## src/rtl/schedule_1st.sv

```systemverilog
// schedule_1st: first scheduler stage.
// Accepts decoded instructions and blocks them on RAW/WAW hazards using a
// 32-entry register scoreboard. Accepted instructions are registered toward
// execution, and writebacks clear scoreboard entries.
// Optional macro SCHEDULE_1ST_WB_BYPASS_EN: a writeback arriving this cycle
// also unblocks a waiting instruction in the same cycle.
module schedule_1st (
   input  logic        CLK,
   input  logic        RST,
   input  logic        FLUSH,
   input  logic        DECODE_2ND_VALID,
   input  logic [31:0] DECODE_2ND_PC,
   input  logic [6:0]  DECODE_2ND_OPCODE,
   input  logic [4:0]  DECODE_2ND_RD,
   input  logic [4:0]  DECODE_2ND_RS1,
   input  logic [4:0]  DECODE_2ND_RS2,
   input  logic [2:0]  DECODE_2ND_FUNCT3,
   input  logic [6:0]  DECODE_2ND_FUNCT7,
   input  logic [31:0] DECODE_2ND_IMM,
   input  logic        REG_W_VALID,
   input  logic [4:0]  REG_W_RD,
   input  logic        EXEC_READY,
   output logic        STALL,
   output logic        SCHEDULE_1ST_VALID,
   output logic [31:0] SCHEDULE_1ST_PC,
   output logic [6:0]  SCHEDULE_1ST_OPCODE,
   output logic [4:0]  SCHEDULE_1ST_RD,
   output logic [4:0]  SCHEDULE_1ST_RS1,
   output logic [4:0]  SCHEDULE_1ST_RS2,
   output logic [2:0]  SCHEDULE_1ST_FUNCT3,
   output logic [6:0]  SCHEDULE_1ST_FUNCT7,
   output logic [31:0] SCHEDULE_1ST_IMM
);

   logic [31:0] busy_q, busy_d;
   logic        valid_q, valid_d;
   logic [31:0] pc_q, pc_d;
   logic [6:0]  opcode_q, opcode_d;
   logic [4:0]  rd_q, rd_d;
   logic [4:0]  rs1_q, rs1_d;
   logic [4:0]  rs2_q, rs2_d;
   logic [2:0]  funct3_q, funct3_d;
   logic [6:0]  funct7_q, funct7_d;
   logic [31:0] imm_q, imm_d;

   logic        uses_rs1, uses_rs2, writes_rd;
   logic [31:0] wb_mask;
   logic [31:0] busy_chk;
   logic        hazard, out_free, accept;

   // Register usage by opcode class; unknown opcodes use and write nothing.
   always_comb begin
      uses_rs1  = 1'b0;
      uses_rs2  = 1'b0;
      writes_rd = 1'b0;
      case (DECODE_2ND_OPCODE)
         7'b0110011: begin uses_rs1 = 1'b1; uses_rs2 = 1'b1; writes_rd = 1'b1; end
         7'b0100011,
         7'b1100011: begin uses_rs1 = 1'b1; uses_rs2 = 1'b1; end
         7'b1100111,
         7'b0000011,
         7'b0010011,
         7'b0001111,
         7'b1110011: begin uses_rs1 = 1'b1; writes_rd = 1'b1; end
         7'b0110111,
         7'b0010111,
         7'b1101111: begin writes_rd = 1'b1; end
         default:    begin end
      endcase
   end

   // Hazard detection, acceptance and backpressure toward decode.
   always_comb begin
      wb_mask = 32'd0;
      if (REG_W_VALID) begin
         wb_mask[REG_W_RD] = 1'b1;
      end
`ifdef SCHEDULE_1ST_WB_BYPASS_EN
      busy_chk = busy_q & ~wb_mask;
`else
      busy_chk = busy_q;
`endif
      hazard = DECODE_2ND_VALID &
               ((uses_rs1  & busy_chk[DECODE_2ND_RS1]) |
                (uses_rs2  & busy_chk[DECODE_2ND_RS2]) |
                (writes_rd & busy_chk[DECODE_2ND_RD]));
      out_free = ~valid_q | EXEC_READY;
      accept   = DECODE_2ND_VALID & ~hazard & out_free & ~FLUSH;
      // Reset gate keeps STALL low while the flops are still being cleared.
      STALL    = DECODE_2ND_VALID & ~accept & ~FLUSH & ~RST;
   end

   // Next-state for scoreboard and output register; flush clears both.
   always_comb begin
      busy_d   = busy_q;
      valid_d  = valid_q;
      pc_d     = pc_q;
      opcode_d = opcode_q;
      rd_d     = rd_q;
      rs1_d    = rs1_q;
      rs2_d    = rs2_q;
      funct3_d = funct3_q;
      funct7_d = funct7_q;
      imm_d    = imm_q;
      if (FLUSH) begin
         busy_d  = 32'd0;
         valid_d = 1'b0;
      end else begin
         // Clear first, then set, so a same-cycle set on the same index wins.
         busy_d = busy_q & ~wb_mask;
         if (accept && writes_rd && (DECODE_2ND_RD != 5'd0)) begin
            busy_d[DECODE_2ND_RD] = 1'b1;
         end
         if (accept) begin
            valid_d  = 1'b1;
            pc_d     = DECODE_2ND_PC;
            opcode_d = DECODE_2ND_OPCODE;
            rd_d     = DECODE_2ND_RD;
            rs1_d    = DECODE_2ND_RS1;
            rs2_d    = DECODE_2ND_RS2;
            funct3_d = DECODE_2ND_FUNCT3;
            funct7_d = DECODE_2ND_FUNCT7;
            imm_d    = DECODE_2ND_IMM;
         end else if (EXEC_READY) begin
            valid_d = 1'b0;
         end
      end
      busy_d[0] = 1'b0;
   end

   // State registers with synchronous reset.
   always_ff @(posedge CLK) begin
      if (RST) begin
         busy_q   <= 32'd0;
         valid_q  <= 1'b0;
         pc_q     <= 32'd0;
         opcode_q <= 7'd0;
         rd_q     <= 5'd0;
         rs1_q    <= 5'd0;
         rs2_q    <= 5'd0;
         funct3_q <= 3'd0;
         funct7_q <= 7'd0;
         imm_q    <= 32'd0;
      end else begin
         busy_q   <= busy_d;
         valid_q  <= valid_d;
         pc_q     <= pc_d;
         opcode_q <= opcode_d;
         rd_q     <= rd_d;
         rs1_q    <= rs1_d;
         rs2_q    <= rs2_d;
         funct3_q <= funct3_d;
         funct7_q <= funct7_d;
         imm_q    <= imm_d;
      end
   end

   assign SCHEDULE_1ST_VALID  = valid_q;
   assign SCHEDULE_1ST_PC     = pc_q;
   assign SCHEDULE_1ST_OPCODE = opcode_q;
   assign SCHEDULE_1ST_RD     = rd_q;
   assign SCHEDULE_1ST_RS1    = rs1_q;
   assign SCHEDULE_1ST_RS2    = rs2_q;
   assign SCHEDULE_1ST_FUNCT3 = funct3_q;
   assign SCHEDULE_1ST_FUNCT7 = funct7_q;
   assign SCHEDULE_1ST_IMM    = imm_q;

endmodule
```

## config.mk

```make
export PLATFORM = sky130hd
export DESIGN_NAME = schedule_1st
export DESIGN_NICKNAME = d
export VERILOG_FILES = /design/src/rtl/schedule_1st.sv
export SDC_FILE = /design/constraint.sdc
export NUM_CORES = 1
export LEC_CHECK = 0
export BUFFER_PORTS_ARGS = -buffer_cell sky130_fd_sc_hd__buf_4
export CELL_PAD_IN_SITES_DETAIL_PLACEMENT = 1
export CELL_PAD_IN_SITES_GLOBAL_PLACEMENT = 1
export CORE_ASPECT_RATIO = 1.5
export CORE_MARGIN = 4
export CORE_UTILIZATION = 40
export DETAILED_ROUTE_END_ITERATION = 6
export GPL_ROUTABILITY_DRIVEN = 0
export PLACE_DENSITY_LB_ADDON = 0.1
export SETUP_SLACK_MARGIN = 0.3
export SLEW_MARGIN = 20
export SYNTH_ARGS = -nofsm -noshare
export SYNTH_HDL_FRONTEND = slang
export SYNTH_SLANG_ARGS = --single-unit
```

## constraint.sdc

```tcl
create_clock -name CLK -period 4.86 [get_ports CLK]
set_clock_uncertainty 0.15 [all_clocks]
set_input_delay 0.486 -clock CLK [delete_from_list [all_inputs] [get_ports CLK]]
set_output_delay 0.486 -clock CLK [all_outputs]
set_load 0.01 [all_outputs]
```

==> results of run 1 <==
-- report_power, final --
part,internal [uW],switching (uW),total (uW)
sequential,1090,23.1,1110
clock,780,512,1290
combinational,176,181,357
-- routing by layer --
layer,global-route usage,vias up
met5,0,-
li1,-,2390
met2,0.442,224
met1,0.247,2493
met3,0.0860,56
met4,0.143,0
-- worst max-delay path, cell delays in order, from the launching register on --
cell	delay (ps)
sky130_fd_sc_hd__dfxtp_1	370
sky130_fd_sc_hd__mux2_2	290
sky130_fd_sc_hd__a2111oi_0	420
sky130_fd_sc_hd__nor4_1	140
sky130_fd_sc_hd__o2111ai_1	320
sky130_fd_sc_hd__nor4b_4	340
sky130_fd_sc_hd__buf_4	390
sky130_fd_sc_hd__buf_4	430
sky130_fd_sc_hd__mux2i_1	270
sky130_fd_sc_hd__nor2_1	60
-- cells in the final DEF (no fill, tap or decap), types with 2 or more instances in the layout --
cell / synthesis / routed
sky130_fd_sc_hd__nand2_1: 7 / 7
sky130_fd_sc_hd__buf_4: 1 / 207
sky130_fd_sc_hd__mux2_2: 3 / 3
sky130_fd_sc_hd__a221oi_1: 3 / 3
sky130_fd_sc_hd__o22ai_1: 5 / 5
sky130_fd_sc_hd__or3b_2: 4 / 4
sky130_fd_sc_hd__nand4_1: 5 / 5
sky130_fd_sc_hd__clkinv_4: 0 / 2
sky130_fd_sc_hd__a21oi_1: 6 / 6
sky130_fd_sc_hd__mux2i_1: 103 / 103
sky130_fd_sc_hd__nand3b_1: 9 / 9
sky130_fd_sc_hd__nand3_2: 2 / 2
sky130_fd_sc_hd__a31oi_1: 2 / 2
sky130_fd_sc_hd__clkinvlp_4: 0 / 4
sky130_fd_sc_hd__inv_6: 0 / 4
sky130_fd_sc_hd__nor3b_1: 2 / 2
sky130_fd_sc_hd__nor2b_1: 8 / 8
sky130_fd_sc_hd__o211ai_1: 29 / 29
sky130_fd_sc_hd__o21ai_0: 4 / 4
sky130_fd_sc_hd__nand2b_1: 5 / 5
sky130_fd_sc_hd__a2111oi_0: 2 / 2
sky130_fd_sc_hd__inv_1: 6 / 6
sky130_fd_sc_hd__and3b_1: 2 / 2
sky130_fd_sc_hd__o21ai_1: 29 / 29
sky130_fd_sc_hd__nor2_1: 104 / 103
sky130_fd_sc_hd__nand3_1: 6 / 6
sky130_fd_sc_hd__mux4_2: 18 / 18
sky130_fd_sc_hd__bufinv_16: 0 / 2
sky130_fd_sc_hd__clkbuf_16: 0 / 17
sky130_fd_sc_hd__dfxtp_1: 128 / 128
-- stage by stage --
step | util | total power, uW | worst slack, ps | hold slack, ps | area, sq um
after detailed placement | 0.522 | 1500 | 1200 | 336 | 7300
after global placement | 0.522 | 1480 | 1270 | 324 | 7300
final | 0.565 | 2760 | 1510 | 161 | 7900
after global routing | 0.565 | 2870 | 1290 | 157 | 7900
after floorplan | - | 1320 | 2020 | 322 | 5720
after CTS | 0.565 | 2800 | 1520 | 139 | 7900
-- final cells by class --
type	count	area [sq um]	area share
multi-input combinational	380	2910	0.368
timing repair buffer	208	1570	0.199
clock inverter	13	154	0.0195
clock buffer	19	443	0.0560
antenna	1	2.50	0.000317
sequential	128	2560	0.324
tap	192	240	0.0304
inverter	6	22.5	0.00285
-- flip-flops by register name, summed over array words and instances, names as in the netlist, 3 cells and up --
| name | count |
|---|---|
| SCHEDULE_1ST_OPCODE | 7 |
| SCHEDULE_1ST_PC | 32 |
| SCHEDULE_1ST_RD | 5 |
| SCHEDULE_1ST_RS2 | 5 |
| SCHEDULE_1ST_FUNCT3 | 3 |
| SCHEDULE_1ST_FUNCT7 | 7 |
| SCHEDULE_1ST_IMM | 32 |
| busy_chk | 31 |
| SCHEDULE_1ST_RS1 | 5 |
-- how the worst min path moves through the flow --
stage	start	end	cells after the start
2_1_floorplan	busy_chk[2]	busy_chk[2]	2
6_report	DECODE_2ND_PC[5]	SCHEDULE_1ST_PC[5]	3
3_3_place_gp	SCHEDULE_1ST_IMM[6]	SCHEDULE_1ST_IMM[6]	2
5_1_grt	DECODE_2ND_IMM[21]	SCHEDULE_1ST_IMM[21]	3
3_5_place_dp	SCHEDULE_1ST_IMM[18]	SCHEDULE_1ST_IMM[18]	2
4_1_cts	DECODE_2ND_IMM[26]	SCHEDULE_1ST_IMM[26]	3
-- logic make-up (layout without fill, tap and decap cells) --
group	after synthesis	in the layout	share of synthesized area
AO/OA/AOI/OAI	91	91	0.106
multiplexers	124	124	0.257
buffers and inverters	44	246	0.0442
other	0	1	0
flip-flops	128	128	0.448
AND/OR/NAND/NOR	165	165	0.145
==> metrics.csv, run 1 <==
stage,metric,value,unit
synthesis,asyncSetResetFlopFracSynth,0,
synthesis,synth.yosys.seq_area_share,0.448,
sta,rsz0062_at_grt,no,
synthesis,yosysWarnings,0,
worst_setup_path,critical_path_origin,busy_chk[5],
worst_setup_path,timing.critical_path.arrival,3450,ps
die,chipWidth,106,microns
die,fp-row-count,53,
worst_setup_path,r2r.worst_path.cells,9,
sta,worst_slew_margin_rel,0.347,
synthesis,post-synth-top-count-cell,sky130_fd_sc_hd__dfxtp_1,
pwr,ir_worst_vdd,0.000223,V
clock_tree,path_clk_slew,60,ps
grt,global_route_wire_length_before_repair,31500,microns
place,dpl_cells,914,
worst_setup_path,r2r_setup_slack,1510,ps
drt,detail_route.drc_violations,0,
drt,top_signal_layer_used,met4,
synthesis,syn-cell-area,5720,sq um
sta,totalNegativeSetupSlack,0,ps
finish,num-fill-cells,1559,
die,starting_density_of_the_core,0.409,
worst_setup_path,endpoint_kind,flop,
sta,final_hold_viols,0,
die,die_height,154,microns
synthesis,dominantRegCellSynth,sky130_fd_sc_hd__dfxtp_1,
drt,route.detailed.wl_per_inst,21.2,microns
sta,worst_slew_pin_slew,980,ps
job,maxCapViolations,0,
status,outcome,"complete, no violations",
clock_tree,cts_hold_buf,0,
synthesis,syn_avg_cell_area,10.4,sq um
die,num_io_pins,205,
finish,synthToLayoutAreaGrowth,38.2,%
grt,grt_start_max_net_pins,99,
synthesis,postSynthRegisterBits,128,
place,place.port_buffers,204,
sta,max_freq,299,MHz
drt,route.met2.wl,10500,microns
grt,initial_antenna_violation_count,1,
worst_setup_path,start_kind,flop,
worst_setup_path,r2r-end,SCHEDULE_1ST_FUNCT7[6],
synthesis,synth-edff-count,0,
drt,drtAntennaViolNets,0,
drt,dr.first_iter.drc_count,210,
place,dp_hpwl,15000,microns
grt,grt_remaining_overflow,0,
sta,finalSetupViolations,0,
finish,proportion_of_layout_cells_with_a_drive_suffix_above_1,0.362,
die,placeableCoreArea,14000,sq um
worst_setup_path,worstSetupPathType,flop to flop,
clock_tree,tritoncts.num_buffers,17,
clock_tree,postCtsResizedCells,0,
worst_setup_path,required,4960,ps
die,fp.dieArea,16300,sq um
finish,nets,848,
clock_tree,cts_tree,yes,
grt,globalRouteTotalUtil,0.248,
drt,vias,5163,
synthesis,synth_cells,552,
synthesis,synthTopCellsByCount,"sky130_fd_sc_hd__dfxtp_1 (128), sky130_fd_sc_hd__nor2_1 (104), sky130_fd_sc_hd__mux2i_1 (103)",
clock_tree,clock_latency_of_the_later_clocked_register_in_the_worst_skew_pair,410,ps
worst_setup_path,cp-endpoint,SCHEDULE_1ST_FUNCT7[6],
synthesis,share_of_the_synthesized_area_in_the_top_cell_type,0.448,
drt,route.final.wire_length,20000,microns
synthesis,synth.top_cells.by_area,"sky130_fd_sc_hd__dfxtp_1 (45%), sky130_fd_sc_hd__mux2i_1 (18%), sky130_fd_sc_hd__mux4_2 (7.1%)",
worst_hold_path,min_path_type,primary input to flop,
worst_setup_path,critical_path_peak_fanout,22,
sta,timing_max_transition_violations_final,0,
grt,grt_pass1_vias,5798,
drt,wl_met1,6800,microns
synthesis,synth_top_area_cell,sky130_fd_sc_hd__dfxtp_1,
pwr,power.leakage,0.00330,uW
clock_tree,clock_tree.buffer_depth,2,
sta,layout_worst_path_cycle_share,0.689,
clock_tree,postCtsSetupRepairBufs,0,
synthesis,yosys.cell_types.count,50,
drt,detail_route.vias_per_cell,5.45,
clock_tree,htree_levels,4,
sta,period_needed,3350,ps
clock_tree,numClockSinks,128,
drt,met3_length,1620,microns
pwr,power_density,350,nW/um^2
clock_tree,clock-root-buffer,sky130_fd_sc_hd__clkbuf_16,
drt,drt-pass1-iter-count,4,
synthesis,synth.net_count,659,
finish,non_filler_instances,947,
worst_setup_path,reg2reg_from,busy_chk[5],
(Power assumes the default switching activity.)
==> run 2, diff against run 1 <==
ABC_AREA = 1   (was not set)
CORE_UTILIZATION = 35   (was 40)
clock period = 3.45 ns   (was 4.86 ns; I/O delays follow)
==> run 2 against run 1 <==
  * Combinational power up 65%
  * Worst hold slack worse by 120 ps
  * Power up 44%
  * Cell area up 5.0%
  * Setup slack worse by 860 ps
  * Via count up 33%
  * Area after synthesis up 9.2%
  * First-iteration DRC count up 42%
  * Die area up 23%
  * Sequential power up 41%
  * Synthesized cell count up 64%
  * Critical path type is now flop to output pin
==> metrics.csv, run 2 <==
stage,metric,value,unit,change
pwr,ir_worst_vdd,0.000269,V,+20%
die,placeableCoreArea,17400,sq um,+25%
synthesis,asyncSetResetFlopFracSynth,0,,unchanged
worst_setup_path,r2r.worst_path.cells,12,,+3
worst_setup_path,worstSetupPathType,flop to output pin,,
die,num_io_pins,205,,unchanged
synthesis,synth.net_count,1014,,+54%
clock_tree,numClockSinks,128,,unchanged
sta,final_hold_viols,0,,unchanged
finish,mostFrequentLayoutCell,sky130_fd_sc_hd__buf_4,,
grt,global_route_wire_length_before_repair,36900,microns,+17%
place,place.port_buffers,204,,unchanged
drt,detail_route.drc_violations,0,,unchanged
worst_setup_path,critical_path_peak_fanout,26,,+18%
synthesis,synth_top_area_cell,sky130_fd_sc_hd__dfxtp_1,,
grt,globalRouteTotalUtil,0.238,,-0.00946
synthesis,postSynthRegisterBits,128,,unchanged
drt,drtAntennaViolNets,0,,unchanged
synthesis,synth-edff-count,0,,unchanged
drt,vias,6865,,+33%
die,die_height,172,microns,+11%
clock_tree,clock_latency_of_the_later_clocked_register_in_the_worst_skew_pair,420,ps,about the same
sta,max_freq,358,MHz,
synthesis,yosysWarnings,0,,unchanged
clock_tree,cts_tree,yes,,
worst_hold_path,holdPathStages,3,,unchanged
synthesis,synthTopCellsByCount,"sky130_fd_sc_hd__nand2_1 (195), sky130_fd_sc_hd__nand3_1 (149), sky130_fd_sc_hd__a21oi_1 (136)",,
pwr,share_comb_of_total_power,0.148,,+0.019
clock_tree,postCtsResizedCells,0,,unchanged
finish,nets,1177,,+39%
sta,totalNegativeSetupSlack,0,ps,unchanged
place,postPlaceCellArea,7710,sq um,+5.5%
pwr,pwr-share-clk,0.459,,-0.009
pwr,power_switching,1110,uW,+55%
finish,layout_common_cells,"sky130_fd_sc_hd__buf_4 (210), sky130_fd_sc_hd__nand2_1 (195), sky130_fd_sc_hd__nand3_1 (149), sky130_fd_sc_hd__a21oi_1 (136), sky130_fd_sc_hd__dfxtp_1 (128)",,
synthesis,synth.top_cells.by_area,"sky130_fd_sc_hd__dfxtp_1 (41%), sky130_fd_sc_hd__nand3_1 (12%), sky130_fd_sc_hd__nand2_1 (12%)",,
finish,synthToLayoutAreaGrowth,33.0,%,
grt,grt_pass1_vias,6841,,+18%
clock_tree,tritoncts.num_buffers,17,,unchanged
clock_tree,cts_hold_buf,0,,unchanged
die,chipWidth,117,microns,+11%
place,dp_hpwl,17000,microns,+14%
die,fp-row-count,59,,+11%
synthesis,synth_cells,907,,+64%
sta,rsz0062_at_grt,no,,
grt,grt_start_max_net_pins,97,,-2.0%
clock_tree,path_clk_slew,60,ps,about the same
clock_tree,clock_tree.buffer_depth,2,,unchanged
synthesis,share_of_the_synthesized_area_in_the_top_cell_type,0.410,,-0.0377
finish,proportion_of_layout_cells_with_a_drive_suffix_above_1,0.235,,-0.127
die,fp.dieArea,20100,sq um,+23%
pwr,sequential_share_of_power,0.394,,-0.009
sta,period_needed,2800,ps,
clock_tree,htree_levels,4,,unchanged
synthesis,yosys.cell_types.count,24,,-52%
drt,drt-pass1-iter-count,5,,+1
finish,diodes,0,,-1
clock_tree,postCtsSetupRepairBufs,0,,unchanged
worst_setup_path,start_kind,flop,,
pwr,switching_share,0.279,,+0.0195
drt,route.detailed.wl_per_inst,18.5,microns,-13%
synthesis,syn-cell-area,6240,sq um,+9.2%
worst_setup_path,required,2950,ps,-2010 ps
sta,worst_slew_margin_rel,0.303,,-0.0438
pwr,cellInternalPower,2870,uW,+40%
finish,final_design_area_no_fill,8300,sq um,+5.0%
sta,finalSetupViolations,0,,unchanged
status,outcome,"complete, no violations",,
pwr,power.leakage,0.00349,uW,+5.6%
pwr,power_density,480,nW/um^2,+37%
synthesis,synth.yosys.seq_area_share,0.410,,-0.0377
worst_hold_path,min_path_type,primary input to flop,,
synthesis,dominantRegCellSynth,sky130_fd_sc_hd__dfxtp_1,,
grt,grt_remaining_overflow,0,,unchanged
sta,layout_worst_path_cycle_share,0.810,,
drt,detail_route.vias_per_cell,5.30,,-2.8%
die,starting_density_of_the_core,0.358,,-0.0503
job,maxCapViolations,0,,unchanged
worst_setup_path,endpoint_kind,output pin,,
sta,worst_slew_pin_slew,1050,ps,+65.8 ps
synthesis,syn_avg_cell_area,6.88,sq um,-34%
synthesis,post-synth-top-count-cell,sky130_fd_sc_hd__nand2_1,,
grt,initial_antenna_violation_count,0,,-1
drt,route.final.wire_length,24000,microns,+20%
sta,timing_max_transition_violations_final,0,,unchanged
drt,dr.first_iter.drc_count,298,,+42%
clock_tree,clock-root-buffer,sky130_fd_sc_hd__clkbuf_16,,
worst_setup_path,timing.critical_path.arrival,2300,ps,-1150 ps
[run 2: final timing paths]
kind / from / to / slack (ps)
setup / recovery: busy_chk[13] / STALL / 650
hold / removal: DECODE_2ND_FUNCT7[4] / SCHEDULE_1ST_FUNCT7[4] / 40
setup reg to reg: busy_chk[9] / busy_chk[27] / 1120
hold reg to reg: SCHEDULE_1ST_IMM[3] / SCHEDULE_1ST_IMM[3] / 310
[run 2: layer usage]
layer	track usage	up-vias	part of all wire
li1	-	3377	-
met1	0.265	3254	0.38
met2	0.414	192	0.52
met3	0.0711	42	0.066
met4	0.107	0	0.033
met5	0	-	0
[run 2: final cells by class]
cell class	count	area (sq um)
clock inverter	14	155
sequential	128	2560
fill	2274	9120
timing repair buffer	213	1640
multi-input combinational	659	3040
tap	213	267
clock buffer	18	439
inverter	51	201
[run 2: kinds of logic (layout without fill, tap and decap cells)]
family                 after synthesis  after routing  synth area share
buffers and inverters              120            296             0.103
AND/OR/NAND/NOR                    465            465             0.329
flip-flops                         128            128             0.410
AO/OA/AOI/OAI                      194            194             0.158
[run 2: worst max-delay path, stage by stage (launching register included)]
cell,delay (ps)
sky130_fd_sc_hd__dfxtp_1,400
sky130_fd_sc_hd__inv_1,80
sky130_fd_sc_hd__a21oi_1,110
sky130_fd_sc_hd__o21ai_0,100
sky130_fd_sc_hd__nand3_1,130
sky130_fd_sc_hd__nand3_1,80
sky130_fd_sc_hd__nand3_1,70
sky130_fd_sc_hd__nand2_1,50
sky130_fd_sc_hd__nor2_1,190
sky130_fd_sc_hd__nor2_4,90
sky130_fd_sc_hd__buf_4,230
sky130_fd_sc_hd__nor3_1,180
sky130_fd_sc_hd__buf_4,160
[run 2: power groups by stage]
stage	Combinational (uW)	Sequential [uW]	Clock, uW
final	589	1570	1830
after global routing	650	1580	1930
after CTS	596	1570	1860
after detailed placement	595	1600	0
after global placement	589	1600	0
after floorplan	309	1620	0
[run 2: stage by stage]
stage | cells | power, uW | util | setup slack, ps | hold slack, ps
2_1_floorplan | 907 | 1930 | - | 1130 | 304
3_3_place_gp | 1264 | 2190 | 0.442 | 753 | 299
3_5_place_dp | 1264 | 2190 | 0.442 | 696 | 306
4_1_cts | 1296 | 4030 | 0.477 | 598 | 26.8
5_1_grt | 1296 | 4150 | 0.477 | 390 | 36.8
6_report | 1296 | 3980 | 0.477 | 654 | 41.2
==> run 3, diff against run 2 <==
CORE_UTILIZATION = 32   (was 35)
clock period = 2.4 ns   (was 3.45 ns; I/O delays follow)
==> run 3 against run 2 <==
  * The run now ends with setup timing left
  * Sequential share of layout area is 8.3 points lower
  * First-iteration DRC count is 100% higher
  * Non-clock buffer count is 147 higher
  * Power is 65% higher
  * Cell area is 40% higher
  * Count of clock-buffer cells in the layout stayed put
  * Via count is 24% higher
  * Die area is 8.8% higher
  * Register-to-register slack worse by 1300 ps
  * Clock power is 45% higher
  * Setup slack worse by 860 ps
  * Critical endpoint is now busy_chk[2]
==> metrics.csv, run 3 (same netlist as run 2, synthesis figures left out) <==
stage,metric,value,unit,change
pwr,design_power_total,6580,uW,+65%
finish,num-fill-cells,2201,,-3.2%
drt,vias,8492,,+24%
worst_setup_path,slowest_stage,sky130_fd_sc_hd__dfxtp_4,,
sta,timing_max_transition_violations_final,0,,unchanged
die,placeableCoreArea,19200,sq um,+10%
worst_setup_path,timing.critical_path.arrival,2790,ps,+490 ps
sta,finalSetupViolations,125,,+125
pwr,power_switching,2150,uW,+93%
clock_tree,clock-root-buffer,sky130_fd_sc_hd__clkbuf_16,,
sta,rsz0062_at_grt,yes,,
sta,worst_slew_pin_slew,1480,ps,+435 ps
clock_tree,cts_tree,yes,,
pwr,pwr-share-clk,0.403,,-0.056
status,outcome,"complete, but fails checks",,
sta,layout_worst_path_cycle_share,1.08,,
drt,route.detailed.wl_per_inst,26.6,microns,+44%
sta,max_freq,384,MHz,
sta,period_needed,2600,ps,
grt,globalRouteTotalUtil,0.298,,+0.0599
place,place.port_buffers,204,,unchanged
die,starting_density_of_the_core,0.326,,-0.0325
place,dpl_cells,1326,,+4.9%
finish,synthToLayoutAreaGrowth,85.7,%,
finish,non_filler_instances,1490,,+15%
clock_tree,htree_levels,4,,unchanged
worst_setup_path,critical_path_peak_fanout,8,,-69%
clock_tree,numClockSinks,128,,unchanged
finish,register_area,2620,sq um,+2.3%
finish,nets,1326,,+13%
die,num_io_pins,205,,unchanged
sta,final_hold_viols,0,,unchanged
pwr,power.leakage,0.00479,uW,+37%
drt,detail_route.drc_violations,0,,unchanged
finish,final_design_area_no_fill,11600,sq um,+40%
grt,grt_pass1_vias,8567,,+25%
pwr,share_comb_of_total_power,0.249,,+0.101
worst_hold_path,holdPathStages,3,,unchanged
worst_setup_path,worstPathCellList,nor2_1 > nor2_1 > o21ai_0 > nand3_1 > nand3_1 > nand2_1 > nor2_1 > nor2_2 > nor2_4 > buf_12 > buf_12 > buf_12 > buf_6 > buf_8 > nand4_1 > a21oi_1,,
worst_setup_path,start_kind,flop,,
finish,proportion_of_layout_cells_with_a_drive_suffix_above_1,0.441,,+0.205
finish,layout_common_cells,"sky130_fd_sc_hd__buf_4 (221), sky130_fd_sc_hd__nand3_1 (115), sky130_fd_sc_hd__nand2_1 (104), sky130_fd_sc_hd__dfxtp_1 (103), sky130_fd_sc_hd__dlygate4sd3_1 (89)",,
pwr,ir_worst_vdd,0.000633,V,+140%
clock_tree,clock_tree.buffer_depth,2,,unchanged
grt,global_route_wire_length_before_repair,49600,microns,+34%
die,fp-row-count,62,,+5.1%
finish,area_of_the_multi_input_gates,4220,sq um,+39%
die,chipWidth,122,microns,+4.3%
clock_tree,path_clk_slew,60,ps,about the same
sta,hold_ws,39.9,ps,-1.36 ps
place,postPlaceCellArea,7970,sq um,+3.4%
worst_setup_path,worstSetupPathType,flop to flop,,
pwr,switching_share,0.326,,+0.0473
grt,initial_antenna_violation_count,1,,+1
drt,route.final.wire_length,39600,microns,+65%
sta,worst_slew_margin_rel,0.0133,,-0.290
drt,drtAntennaViolNets,0,,unchanged
drt,dr.first_iter.drc_count,595,,+100%
clock_tree,clock_latency_of_the_later_clocked_register_in_the_worst_skew_pair,430,ps,about the same
pwr,power_density,568,nW/um^2,+18%
clock_tree,tritoncts.num_buffers,17,,unchanged
place,dp_hpwl,18600,microns,+9.5%
pwr,sequential_share_of_power,0.348,,-0.046
worst_setup_path,required,2580,ps,-370 ps
worst_setup_path,worst_path_dominant_cell_family,simple AND/OR/NAND/NOR gates,,
job,maxCapViolations,0,,unchanged
grt,grt_start_max_net_pins,97,,unchanged
grt,grt_remaining_overflow,0,,unchanged
worst_setup_path,worst-path-buf-inv,5,,+2
pwr,cellInternalPower,4440,uW,+54%
status,failed_checks,setup timing,,
drt,detail_route.vias_per_cell,5.70,,+7.6%
worst_setup_path,endpoint_kind,flop,,
die,die_height,179,microns,+4.4%
worst_setup_path,r2r.worst_path.cells,16,,+4
finish,mostFrequentLayoutCell,sky130_fd_sc_hd__buf_4,,
worst_hold_path,min_path_type,primary input to flop,,
worst_setup_path,max_stage_delay,370,ps,-30 ps
sta,postLayoutSetupSlackWorst,-204,ps,-858 ps
drt,drt-pass1-iter-count,5,,unchanged
die,fp.dieArea,21900,sq um,+8.8%
worst_setup_path,worst-path-stages,16,,+4
## run 3: changes by cell type in the layout (fill, tap and decap cells not counted), sizes merged
cell         change
dlygate4sd3     +89
buf             +57
inv              +3
clkinvlp         -2
diode            +2
nand2            +2
bufinv           -1
clkbuf           +1
## run 3: repair_timing
action | in CTS | in global routing
hold buffers | 89 | 0
gates cloned | 21 | 1
endpoints found under the hold margin | 89 | 0
resized for setup | 152 | 229
pin swaps | 21 | 42
buffers inserted | 15 | 4
setup endpoints to repair | 106 | 129
## run 3: path summary, 6_finish.rpt
path                            start                   to  slack, ps
hold reg to reg   SCHEDULE_1ST_RS1[3]  SCHEDULE_1ST_RS1[3]        330
setup / recovery         busy_chk[21]          busy_chk[2]       -200
setup reg to reg         busy_chk[21]          busy_chk[2]       -200
hold / removal       DECODE_2ND_RD[2]   SCHEDULE_1ST_RD[2]         40
## run 3: routing by layer
layer | routed length, microns | global-route usage
met1 | 13800 | 0.309
met2 | 21100 | 0.569
met3 | 2300 | 0.0578
met4 | 2440 | 0.138
met5 | 0 | 0
## run 3: power by group through the flow
stage | clock (uW) | combinational [uW] | sequential, uW
2_1_floorplan | 0 | 444 | 2330
3_3_place_gp | 0 | 903 | 2300
3_5_place_dp | 0 | 911 | 2300
4_1_cts | 2600 | 1350 | 2260
5_1_grt | 2740 | 1710 | 2300
6_report | 2650 | 1640 | 2290
## run 3: cell type report
type,instances,area share
Timing Repair Buffer,360,0.315
Inverter,51,0.0178
Clock inverter,14,0.0124
Tap cell,256,0.0276
Multi-Input combinational cell,661,0.364
Sequential cell,128,0.226
Clock buffer,18,0.0370
Antenna cell,2,0.000432
## run 3: worst register-to-register path: stages (launching register included)
cell and delay, ps:
sky130_fd_sc_hd__dfxtp_4 370, sky130_fd_sc_hd__nor2_1 110, sky130_fd_sc_hd__nor2_1 40, sky130_fd_sc_hd__o21ai_0 80
sky130_fd_sc_hd__nand3_1 110, sky130_fd_sc_hd__nand3_1 90, sky130_fd_sc_hd__nand2_1 70, sky130_fd_sc_hd__nor2_1 200
sky130_fd_sc_hd__nor2_2 100, sky130_fd_sc_hd__nor2_4 170, sky130_fd_sc_hd__buf_12 150, sky130_fd_sc_hd__buf_12 150
sky130_fd_sc_hd__buf_12 170, sky130_fd_sc_hd__buf_6 130, sky130_fd_sc_hd__buf_8 130, sky130_fd_sc_hd__nand4_1 110
sky130_fd_sc_hd__a21oi_1 190
## run 3: stage by stage
stage | TNS (ps) | utilization | worst slack (ps)
2_1_floorplan | 0 | - | 384
3_3_place_gp | 0 | 0.416 | 40.3
3_5_place_dp | -81.0 | 0.416 | -22.0
4_1_cts | 0 | 0.554 | 8.20
5_1_grt | -25400 | 0.605 | -322
6_report | -12490 | 0.605 | -204
